`config.mk`:
```
export PLATFORM = sky130hd
export DESIGN_NAME = uart_alu_ctrl_flat
export DESIGN_NICKNAME = d
export VERILOG_FILES = /design/src/rtl/uart_alu_ctrl_if.sv /design/src/rtl/uart_alu_ctrl.sv /design/src/flat_wrapper.sv
export SDC_FILE = /design/constraint.sdc
export NUM_CORES = 1
export LEC_CHECK = 0
export BUFFER_PORTS_ARGS = -buffer_cell sky130_fd_sc_hd__buf_4
export CAP_MARGIN = 20
export CORE_UTILIZATION = 53
export CTS_BUF_LIST = sky130_fd_sc_hd__clkbuf_16
export CTS_CLUSTER_DIAMETER = 100
export DETAILED_ROUTE_END_ITERATION = 7
export GPL_TIMING_DRIVEN = 0
export PLACE_DENSITY_LB_ADDON = 0.05
export SLEW_MARGIN = 30
export SYNTH_ARGS = -nofsm -noshare
export SYNTH_HDL_FRONTEND = slang
export SYNTH_SLANG_ARGS = --single-unit
```
`constraint.sdc`:
```
create_clock -name clk -period 2.1 [get_ports clk]
set_input_delay 0.105 -clock clk [delete_from_list [all_inputs] [get_ports clk]]
set_output_delay 0.105 -clock clk [all_outputs]
set_load 0.03 [all_outputs]
```
`src/rtl/uart_alu_ctrl_if.sv`:
```
// Signal bundle between the frame sequencer and its RX/TX FIFOs, ALU and status consumers.
// master is the sequencer side; slave is the FIFO/ALU/environment side.
interface uart_alu_ctrl_if #(
  parameter int DATA_W = 8,
  parameter int OP_W   = 6
);
  logic [DATA_W-1:0] r_data;
  logic              rx_empty;
  logic              rd;
  logic [DATA_W-1:0] w_data;
  logic              tx_full;
  logic              wr;
  logic [DATA_W-1:0] alu_a;
  logic [DATA_W-1:0] alu_b;
  logic [OP_W-1:0]   alu_op;
  logic [DATA_W-1:0] alu_result;
  logic              busy;
  logic              frame_done;
  logic              timeout;

  modport master (
    input  r_data, rx_empty, tx_full, alu_result,
    output rd, w_data, wr, alu_a, alu_b, alu_op, busy, frame_done, timeout
  );

  modport slave (
    output r_data, rx_empty, tx_full, alu_result,
    input  rd, w_data, wr, alu_a, alu_b, alu_op, busy, frame_done, timeout
  );
endinterface

```
`src/rtl/uart_alu_ctrl.sv`:
```
// Frame sequencer: pops operand A, operand B and opcode from the RX FIFO, runs the ALU
// for one cycle and pushes the result byte into the TX FIFO. Stalled partial frames time out.
module uart_alu_ctrl #(
  parameter int DATA_W         = 8,
  parameter int OP_W           = 6,
  parameter int TIMEOUT_CYCLES = 50000,
  parameter int TO_W           = 16
) (
  input  logic             clk,
  input  logic             reset,
  uart_alu_ctrl_if.master  bus
);

  typedef enum logic [2:0] {GET_A, GET_B, GET_OP, EXEC, SEND} state_e;

  localparam logic [TO_W-1:0] ToLast = TO_W'(TIMEOUT_CYCLES - 1);

  state_e            state_q;
  logic [DATA_W-1:0] aluA_q;
  logic [DATA_W-1:0] aluB_q;
  logic [OP_W-1:0]   aluOp_q;
  logic [DATA_W-1:0] wData_q;
  logic [TO_W-1:0]   toCnt_q;
  logic              frameDone_q;
  logic              timeout_q;

  logic              popEn;
  logic              pushEn;
  logic              toExpire;
  logic [TO_W-1:0]   toCnt_d;

  // A pop always beats an expiring counter; a zero timeout keeps the counter parked at 0.
  always_comb begin
    popEn    = !reset && (state_q inside {GET_A, GET_B, GET_OP}) && !bus.rx_empty;
    pushEn   = !reset && (state_q == SEND) && !bus.tx_full;
    toExpire = (TIMEOUT_CYCLES != 0) && (toCnt_q == ToLast) && !popEn;
    toCnt_d  = (popEn || TIMEOUT_CYCLES == 0) ? '0 : toCnt_q + TO_W'(1);
  end

  always_ff @(posedge clk) begin
    if (reset) begin
      state_q     <= GET_A;
      aluA_q      <= '0;
      aluB_q      <= '0;
      aluOp_q     <= '0;
      wData_q     <= '0;
      toCnt_q     <= '0;
      frameDone_q <= 1'b0;
      timeout_q   <= 1'b0;
    end else begin
      frameDone_q <= 1'b0;
      timeout_q   <= 1'b0;
      case (state_q)
        GET_A: begin
          toCnt_q <= '0;
          if (popEn) begin
            aluA_q  <= bus.r_data;
            state_q <= GET_B;
          end
        end
        GET_B, GET_OP: begin
          if (toExpire) begin
            state_q   <= GET_A;
            toCnt_q   <= '0;
            timeout_q <= 1'b1;
          end else begin
            toCnt_q <= toCnt_d;
            if (popEn) begin
              if (state_q == GET_B) begin
                aluB_q  <= bus.r_data;
                state_q <= GET_OP;
              end else begin
                aluOp_q <= bus.r_data[OP_W-1:0];
                state_q <= EXEC;
              end
            end
          end
        end
        EXEC: begin
          wData_q <= bus.alu_result;
          toCnt_q <= '0;
          state_q <= SEND;
        end
        SEND: begin
          if (pushEn) begin
            state_q     <= GET_A;
            frameDone_q <= 1'b1;
          end
        end
        default: state_q <= GET_A;
      endcase
    end
  end

  assign bus.rd         = popEn;
  assign bus.wr         = pushEn;
  assign bus.w_data     = wData_q;
  assign bus.alu_a      = aluA_q;
  assign bus.alu_b      = aluB_q;
  assign bus.alu_op     = aluOp_q;
  assign bus.busy       = (state_q != GET_A);
  assign bus.frame_done = frameDone_q;
  assign bus.timeout    = timeout_q;

endmodule

```
`src/flat_wrapper.sv`:
```
// flat-port wrapper written by rule: the top's interface ports become plain ports
module uart_alu_ctrl_flat 
#(
  parameter int DATA_W         = 8,
  parameter int OP_W           = 6,
  parameter int TIMEOUT_CYCLES = 50000,
  parameter int TO_W           = 16
)
  (clk, reset, bus_r_data, bus_rx_empty, bus_tx_full, bus_alu_result, bus_rd, bus_w_data, bus_wr, bus_alu_a, bus_alu_b, bus_alu_op, bus_busy, bus_frame_done, bus_timeout);
  uart_alu_ctrl_if #(.DATA_W(DATA_W), .OP_W(OP_W)) bus_i ();
  input  logic clk;
  input  logic reset;
  input wire logic [$bits(bus_i.r_data)-1:0] bus_r_data;
  input wire logic [$bits(bus_i.rx_empty)-1:0] bus_rx_empty;
  input wire logic [$bits(bus_i.tx_full)-1:0] bus_tx_full;
  input wire logic [$bits(bus_i.alu_result)-1:0] bus_alu_result;
  output wire logic [$bits(bus_i.rd)-1:0] bus_rd;
  output wire logic [$bits(bus_i.w_data)-1:0] bus_w_data;
  output wire logic [$bits(bus_i.wr)-1:0] bus_wr;
  output wire logic [$bits(bus_i.alu_a)-1:0] bus_alu_a;
  output wire logic [$bits(bus_i.alu_b)-1:0] bus_alu_b;
  output wire logic [$bits(bus_i.alu_op)-1:0] bus_alu_op;
  output wire logic [$bits(bus_i.busy)-1:0] bus_busy;
  output wire logic [$bits(bus_i.frame_done)-1:0] bus_frame_done;
  output wire logic [$bits(bus_i.timeout)-1:0] bus_timeout;
  assign bus_i.r_data = bus_r_data;
  assign bus_i.rx_empty = bus_rx_empty;
  assign bus_i.tx_full = bus_tx_full;
  assign bus_i.alu_result = bus_alu_result;
  assign bus_rd = bus_i.rd;
  assign bus_w_data = bus_i.w_data;
  assign bus_wr = bus_i.wr;
  assign bus_alu_a = bus_i.alu_a;
  assign bus_alu_b = bus_i.alu_b;
  assign bus_alu_op = bus_i.alu_op;
  assign bus_busy = bus_i.busy;
  assign bus_frame_done = bus_i.frame_done;
  assign bus_timeout = bus_i.timeout;
  uart_alu_ctrl #(.DATA_W(DATA_W), .OP_W(OP_W), .TIMEOUT_CYCLES(TIMEOUT_CYCLES), .TO_W(TO_W)) u_core (.clk(clk), .reset(reset), .bus(bus_i));
endmodule
```
==> results of run 1 <==
[cell usage after synthesis, types with 4 or more instances]
| cell type | n |
|---|---|
| and3_1 | 4 |
| nand3b_1 | 4 |
| o21ai_0 | 19 |
| nor3_1 | 5 |
| buf_6 | 5 |
| nor4_1 | 4 |
| dfxtp_1 | 51 |
| nand3_1 | 16 |
| nand4_1 | 10 |
| inv_1 | 15 |
| o211ai_1 | 8 |
| a31oi_1 | 9 |
| a21oi_1 | 11 |
| mux2i_1 | 5 |
| nor2_1 | 6 |
| a41oi_1 | 4 |
| clkbuf_1 | 17 |
| nand2_1 | 58 |
[per-layer routing]
metal  vias to the layer above  routed length [um]
met1                      1030                2700
met5                         -                   0
met3                         6                 396
li1                       1147                   -
met2                        94                2460
met4                         0                  81
[state kept, by name, indices dropped and copies added (netlist names)]
name and cells:
u_core.bus.alu_a 8, u_core.state_q 3, u_core.bus.frame_done 1, u_core.bus.alu_op 6
u_core.bus.w_data 8, u_core.bus.alu_b 8, u_core.bus.timeout 1, u_core.toCnt_q 16
[logic make-up (layout without fill, tap and decap cells)]
kind of cell               Yosys count  count (layout)
muxes                                6               6
adders and majority gates            1               1
DFF                                 51              51
and+or+nand+nor                    122             122
AOI/OAI and AO/OA                   64              64
xor gates and xnor gates             3               3
buffers and inverters               38             100
[per-stage QoR]
step	std cells	worst slack, ns
final	397	0.101
after global routing	397	0.0113
after CTS	398	0.0114
after detailed placement	389	-0.177
after global placement	389	-0.180
after floorplan	285	0.289
[power breakdown]
part | switching, mW | internal, mW
sequential | 0.0658 | 1.07
clock | 0.348 | 0.562
combinational | 0.683 | 0.384
total | 1.10 | 2.02
[layout make-up]
cell class	count	area, sq um
Timing Repair Buffer	55	413
Buffer	22	124
Clock buffer	5	125
Multi-Input combinational cell	196	1140
Clock inverter	3	42.5
Fill cell	334	1130
Inverter	15	56.3
Tap cell	50	62.6
Sequential cell	51	1020
[timing repair]
action                                  CTS  global route
endpoints found under the setup margin   10            14
pin swaps                                 1             0
buffers inserted                          1             0
gates resized for setup                   0             2
[path summary, 6_finish.rpt]
kind | from | to | depth (start not counted)
setup / recovery | u_core.toCnt_q[0] | u_core.toCnt_q[14] | 5
hold / removal | bus_tx_full | u_core.bus.frame_done | 2
setup reg to reg | u_core.toCnt_q[0] | u_core.toCnt_q[14] | 5
hold reg to reg | u_core.bus.w_data[1] | u_core.bus.w_data[1] | 2
[placed cells by master (no fill, tap or decap), drive strengths merged, types with 2 or more instances in the layout]
cell type	instances
a21oi	11
nor3	6
a41oi	4
nand2	58
nor2	6
o21ai	19
nand4	11
nand3b	4
inv	16
buf	61
nand3	16
a31oi	9
and4	3
o211ai	8
o22ai	3
nor4	4
or4	2
clkbuf	21
nor4b	2
mux2i	5
and3	4
dfxtp	51
xor2	2
==> flow_summary.json, run 1 <==
{
  "status": "finished clean",
  "synth.area.top_cells": "dfxtp_1 (44%), nand2_1 (9.3%), o21ai_0 (4.1%)",
  "synth-seq-cells": 51,
  "start_util_pct": 56.7,
  "synth_ff_type": "dfxtp_1",
  "grt_pass1_vias": 1990,
  "synthAdderAreaFrac_pct": 0.536,
  "antenna_found_initial": 0,
  "r2r_setup_slack_ns": 0.10,
  "rsz0062_at_grt": "no",
  "overflow": 0,
  "slowest_delay_ns": 0.57,
  "cp-end-kind": "flop",
  "synth_area_leader_cell": "dfxtp_1",
  "yosysUniqueCellTypes": 47,
  "diodes": 0,
  "hp-class": "in2reg",
  "num_rows": 23,
  "leakage_nw": 1.18,
  "cts_tree": "done",
  "slew_violations": 0,
  "fp.dieW_um": 68.4,
  "synth_top_family_by_area": "simple AND/OR/NAND/NOR gates",
  "routed_wl_mm": 5.64,
  "grt_util_met2_pct": 37.7,
  "synthArstFlopShare_pct": 0,
  "hold_viol": 0,
  "clock_latency_ns": 0.29,
  "timing.final.crit_share_pct": 95.2,
  "drv_cap": 0,
  "synth-simple-area-share_pct": 26.7,
  "coreArea_sq_um": 4120,
  "hpwl_mm": 4.08,
  "crit_family": "simple AND/OR/NAND/NOR gates",
  "drtIter0Drc": 172,
  "die-area_sq_um": 4670,
  "fp.dieH_um": 68.4,
  "finalPower_mw": 3.11,
  "drtPass1Iterations": 4,
  "min_period_ns": 2.00,
  "io_buffers": 54,
  "io_pins": 55,
  "seq_area_frac_synth_pct": 43.8,
  "critical_path_buf_inv_count": 0,
  "avgSynthCellArea_sq_um": 8.19,
  "numCtsBuffers": 5,
  "synth_top_area_share_pct": 43.8,
  "cts-root-buf": "clkbuf_16",
  "met3_usage_pct": 5.67,
  "wire_per_inst_um": 14.2,
  "hold_slack_ns": 0.00629,
  "grt.busiest_layer": "met2",
  "fmax_mhz": 500,
  "hold_buffers": 0,
  "pwr_density_cell_nw_per_um2": 1040,
  "max_slew_margin_pct": 44.9,
  "fin_skew_ns": 0.00537,
  "layout.nets": 367,
  "postPlaceCellArea_sq_um": 2810,
  "antenna_left": 0,
  "setup_viol": 0,
  "crit_required_ns": 2.31,
  "crit_chain": "ha_1 -> nand3_1 -> or4_4 -> or3b_1 -> a31oi_1",
  "synth_nets": 306,
  "yosysWarningCount": 0,
  "track_usage_pct": 26.1,
  "via_per_inst": 5.74,
  "clockBufferDepth": 2,
  "synthXorXnorAreaFrac_pct": 1.13,
  "path_max_fanout": 6,
  "syn_inst": 285,
  "start_kind": "flop",
  "area.growth.synth_to_final_pct": 28.0,
  "drc": 0,
  "use_met1_pct": 37.4,
  "final_area_sq_um": 2990,
  "critical_path_class": "reg2reg",
  "grt_max_degree": 17,
  "vias": 2277,
  "ctsHtreeMaxLevel": 2,
  "grt_pass1_wl_mm": 9.05,
  "synthMuxAreaShare_pct": 2.63,
  "cts.sinks": 51,
  "drive_above_1_share_pct": 22.8,
  "gp_congestion": 0.866,
  "setup_tns_ns": 0,
  "utilization_pct": 72.6,
  "syn_area_sq_um": 2330,
  "crit_path_top_delay_cell": "or4_4",
  "path_clk_slew_ns": 0.06,
  "arrival_ns": 2.21,
  "synth_compound_area_share_pct": 17.4,
  "peakVddDrop_v": 0.000796,
  "synth_edf_count": 0,
  "worst_slew_pin_slew_ns": 0.820
}
Note: power is estimated with default switching activity, not from simulation.
==> inputs of run 2 (changes only) <==
==> constraint.sdc (replaced) <==
create_clock -name clk -period 2.1 [get_ports clk]
set_input_delay 0.63 -clock clk [delete_from_list [all_inputs] [get_ports clk]]
set_output_delay 0.63 -clock clk [all_outputs]
set_load 0.03 [all_outputs]
==> run 2 against run 1 <==
Combinational power increased by 15%. Count of clock-buffer cells in the layout unchanged. Critical path type unchanged. Die area unchanged. Worst setup slack got worse by 0.063 ns. Clock power decreased by 15%. Via count increased by 2.5%. Non-clock buffer count increased by 7. Register-to-register slack got worse by 0.06 ns. Hold slack improved by 0.45 ns. Global-route usage increased by 0.95 points. First-iteration DRC count increased by 43%. Routed wire length increased by 8.0%.
==> flow_summary.json, run 2 (synthesis results as in run 1) <==
{
  "drtIter0Drc": 246,
  "cts_tree": "done",
  "critical_path_buf_inv_count": 0,
  "num_rows": 23,
  "setup_viol": 0,
  "diodes": 0,
  "top_register": "u_core.toCnt_q",
  "path_clk_slew_ns": 0.06,
  "antenna_found_initial": 0,
  "wire_per_inst_um": 15.1,
  "grt_util_met2_pct": 38.6,
  "slowest_delay_ns": 0.59,
  "fp.dieH_um": 68.4,
  "critical_path_class": "reg2reg",
  "cts.sinks": 51,
  "clockBufferDepth": 2,
  "fmax_mhz": 485,
  "crit_required_ns": 2.32,
  "die-area_sq_um": 4670,
  "crit_chain": "ha_1 -> nand3_1 -> or4_4 -> or3b_1 -> a31oi_1",
  "grt_pass1_wl_mm": 9.28,
  "crit_path_top_delay_cell": "or4_4",
  "coreArea_sq_um": 4120,
  "drtPass1Iterations": 5,
  "hold_buffers": 0,
  "postPlaceCellArea_sq_um": 2840,
  "worst_slew_pin_slew_ns": 0.786,
  "drive_above_1_share_pct": 26.3,
  "grt_max_degree": 15,
  "arrival_ns": 2.28,
  "mostFrequentLayoutCell": "buf_4",
  "status": "finished clean",
  "grt.busiest_layer": "met2",
  "start_util_pct": 56.7,
  "overflow": 0,
  "fp.dieW_um": 68.4,
  "start_kind": "flop",
  "met3_usage_pct": 6.33,
  "routed_wl_mm": 6.09,
  "fin_skew_ns": 0.00480,
  "drc": 0,
  "slew_violations": 0,
  "use_met1_pct": 38.4,
  "pwr_density_cell_nw_per_um2": 1020,
  "drv_cap": 0,
  "r2r_setup_slack_ns": 0.04,
  "io_pins": 55,
  "vias": 2334,
  "hold_slack_ns": 0.454,
  "largest_reg_flops": 16,
  "hold_viol": 0,
  "final_cell_mix": "buf_4 (63), nand2_1 (57), dfxtp_1 (51)",
  "grt_pass1_vias": 1963,
  "track_usage_pct": 27.1,
  "antenna_left": 0,
  "max_slew_margin_pct": 47.2,
  "via_per_inst": 5.78,
  "cp-end-kind": "flop",
  "numCtsBuffers": 5,
  "cts-root-buf": "clkbuf_16",
  "layout.nets": 374,
  "hpwl_mm": 4.06,
  "crit_family": "simple AND/OR/NAND/NOR gates",
  "path_max_fanout": 6,
  "area.growth.synth_to_final_pct": 32.1,
  "clock_latency_ns": 0.29,
  "final_area_sq_um": 3080,
  "gp_congestion": 0.889,
  "leakage_nw": 1.23,
  "hp-class": "reg2reg",
  "min_period_ns": 2.06,
  "ctsHtreeMaxLevel": 2,
  "io_buffers": 54,
  "timing.final.crit_share_pct": 98.2,
  "peakVddDrop_v": 0.000697
}
==> run 2: per-stage QoR <==
step,utilization (%),total power [mW],setup TNS (ns),setup WS [ns],cells
after global placement,68.9,2.21,-2.11,-0.236,389
after CTS,73.5,3.01,-0.00217,-0.00217,399
after detailed placement,68.9,2.22,-1.59,-0.189,389
final,74.9,3.13,0,0.0376,404
after floorplan,-,1.90,0,0.0102,285
after global routing,74.9,3.28,-0.0323,-0.0323,404
==> run 2: power by group <==
group / leakage [nW] / internal (mW) / switching [mW]
combinational: 0.749 / 0.489 / 0.736
sequential: 0.413 / 1.07 / 0.0670
clock: 0.0701 / 0.429 / 0.340
==> run 2: timing repair <==
action,4_1_cts,5_1_grt
buffers inserted,4,5
endpoints found under the hold margin,0,0
pin swaps,2,3
endpoints found under the setup margin,15,18
resized for setup,7,11
==> run 2: layout make-up <==
type | instances | area (sq um)
buffer | 21 | 140
clock buffer | 5 | 125
clock inverter | 3 | 11.3
fill | 311 | 1030
inverter | 15 | 56.3
multi-input combinational | 196 | 1190
sequential | 51 | 1020
tap | 50 | 62.6
timing repair buffer | 63 | 480
==> run 2: layer usage <==
metal / vias up / wire, um
li1: 1159 / -
met1: 1067 / 2860
met3: 5 / 423
met4: 0 / 58
met5: - / 0
met2: 103 / 2750
==> run 2: worst paths after layout <==
path | from | endpoint | cells after the start
setup / recovery | u_core.toCnt_q[0] | u_core.toCnt_q[14] | 5
hold reg to reg | u_core.bus.w_data[6] | u_core.bus.w_data[6] | 2
setup reg to reg | u_core.toCnt_q[0] | u_core.toCnt_q[14] | 5
hold / removal | u_core.bus.w_data[6] | u_core.bus.w_data[6] | 2
==> run 2: worst min-delay path, cell delays in order (launching register included) <==
cell and delay (ns):
dfxtp_1 0.31, nand2_1 0.05, a21oi_1 0.05
==> inputs of run 3 (changes only) <==
- MAX_ROUTING_LAYER: default -> met4
- TNS_END_PERCENT: default -> 50
==> run 3 against run 2 <==
The flow now finishes with violations (negative setup slack). Clock power rose by 16%. Routed wire length fell by 1.0%. Fmax fell by 3.8%. Flip-flop and latch count did not move. Clock skew rose by 0.0013 ns. Count of clock-buffer cells in the layout did not move. First-iteration DRC count rose by 10%. Critical path type is now reg2out. Largest power group unchanged.
==> flow_summary.json, run 3 (synthesis results as in run 1) <==
{
  "status": "complete, but fails checks",
  "violations": "negative setup slack",
  "final_cell_mix": "buf_4 (64), nand2_1 (57), dfxtp_1 (51)",
  "min_period_ns": 2.14,
  "hold_slack_ns": 0.451,
  "max_slew_margin_pct": 47.8,
  "wl_met3_um": 391,
  "worst_slew_pin_slew_ns": 0.778,
  "slew_violations": 0,
  "timing.final.crit_share_pct": 102,
  "p_sw_share_pct": 35.4,
  "pwr_density_cell_nw_per_um2": 1050,
  "drt-met1-wl_mm": 2.80,
  "utilization_pct": 75.3,
  "worstHoldStart": "u_core.bus.w_data[0]",
  "worst_hold_path.endpoint": "u_core.bus.w_data[0]",
  "place_inst": 389,
  "pwr-share-comb_pct": 37.4,
  "path_clk_slew_ns": 0.06,
  "vias": 2365,
  "clockBufferDepth": 2,
  "stdcell_count": 403,
  "layout.nets": 374,
  "drive_above_1_share_pct": 26.3,
  "diodes": 0,
  "leakage_nw": 1.23,
  "drtPass1Iterations": 4,
  "largest_reg_flops": 16,
  "timing.rr.end": "u_core.toCnt_q[14]",
  "routed.top_layer": "met4",
  "routed_wl_mm": 6.03,
  "p_int_mw": 2.10,
  "via_per_inst": 5.87,
  "grt_pass1_wl_mm": 9.20,
  "hold_viol": 0,
  "r2r_setup_slack_ns": 0.08,
  "path_max_fanout": 10,
  "area.growth.synth_to_final_pct": 32.8,
  "grt_pass1_vias": 1975,
  "fp.dieH_um": 68.4,
  "antenna_found_initial": 0,
  "wl_met2_mm": 2.77,
  "drtIter0Drc": 271,
  "drv_cap": 0,
  "mostFrequentLayoutCell": "buf_4",
  "ctsHtreeMaxLevel": 2,
  "clock_latency_ns": 0.29,
  "track_usage_pct": 27.7,
  "io_buffers": 54,
  "fp.dieW_um": 68.4,
  "cts-root-buf": "clkbuf_16",
  "arrival_ns": 1.51,
  "fmax_mhz": 467,
  "fin_skew_ns": 0.00614,
  "crit_family": "buffers and inverters",
  "start_kind": "flop",
  "pwr-share-clk_pct": 27.4,
  "crit_chain": "clkbuf_1 -> nor4_4 -> buf_4",
  "hold_buffers": 0,
  "fin_ws_ns": -0.0434,
  "r2r_cells": 5,
  "critical_path_buf_inv_count": 2,
  "numCtsBuffers": 5,
  "grt_max_degree": 15,
  "coreArea_sq_um": 4120,
  "rsz0062_at_grt": "yes",
  "hold_path_depth": 2,
  "setup_viol": 1,
  "wire_per_inst_um": 15.0,
  "timing.rr.start": "u_core.toCnt_q[0]",
  "cts.sinks": 51,
  "power_frac_seq_pct": 35.1,
  "crit_required_ns": 1.47,
  "overflow": 0,
  "cts_tree": "done",
  "start_util_pct": 56.7,
  "dp_slack_ns": -0.505,
  "hp-class": "reg2reg",
  "peakVddDrop_v": 0.000639,
  "critical_path_class": "reg2out",
  "gp_congestion": 0.890,
  "antenna_left": 0,
  "hpwl_mm": 4.12,
  "slowest_delay_ns": 0.37,
  "io_pins": 55,
  "cp-end-kind": "output port",
  "num_rows": 23,
  "drc": 0,
  "top_register": "u_core.toCnt_q",
  "die-area_sq_um": 4670,
  "crit_path_top_delay_cell": "dfxtp_1",
  "p_sw_mw": 1.15
}
-- run 3: per-stage QoR --
| stage | setup TNS (ns) | total power, mW | instance area (sq um) |
|---|---|---|---|
| final | -0.0434 | 3.25 | 3100 |
| after global routing | -0.0968 | 3.40 | 3100 |
| after CTS | -0.319 | 3.10 | 2990 |
| after detailed placement | -1.83 | 2.21 | 2810 |
| after global placement | -1.71 | 2.19 | 2810 |
| after floorplan | -0.265 | 1.88 | 2350 |
-- run 3: how the worst max path moves through the flow --
stage | startpoint | endpoint | slack (ns) | cells after the start
CTS | reset | bus_wr | -0.17 | 6
global placement | reset | bus_wr | -0.48 | 7
detailed placement | reset | bus_wr | -0.50 | 7
finish | u_core.state_q[0] | bus_wr | -0.04 | 3
floorplan | reset | bus_wr | -0.26 | 5
global route | u_core.state_q[0] | bus_wr | -0.09 | 3
-- run 3: cell type report --
cell class	count	area (sq um)
Fill cell	308	1020
Buffer	20	124
Timing Repair Buffer	64	488
Sequential cell	51	1020
Tap cell	50	62.6
Clock buffer	5	125
Multi-Input combinational cell	196	1180
Clock inverter	2	33.8
Inverter	15	60.1
-- run 3: per-layer routing --
layer	up-vias	GRT usage [%]
met5	-	-
met4	0	7.55
met3	8	6.83
met2	84	40.7
met1	1117	37.3
li1	1156	-
-- run 3: worst register-to-register path, delay by kind of cell (launching register included) --
| family | cells | cell delay (ns) |
|---|---|---|
| AO/OA/AOI/OAI | 1 | 0.19 |
| adder cells (fa/ha/maj) | 1 | 0.23 |
| flip-flops | 1 | 0.40 |
| AND/OR/NAND/NOR | 3 | 1.11 |
-- run 3: timing repair --
action                     in CTS  in global routing
resized for setup               2                 14
setup endpoints to repair      15                 28
buffers inserted                2                  8
pin swaps                       1                  4
-- run 3: power by group through the flow --
stage / combinational [mW] / sequential (mW) / clock, mW
2_1_floorplan: 0.597 / 1.29 / 0
3_3_place_gp: 1.04 / 1.16 / 0
3_5_place_dp: 1.05 / 1.16 / 0
4_1_cts: 1.06 / 1.14 / 0.899
5_1_grt: 1.31 / 1.15 / 0.940
6_report: 1.22 / 1.14 / 0.890
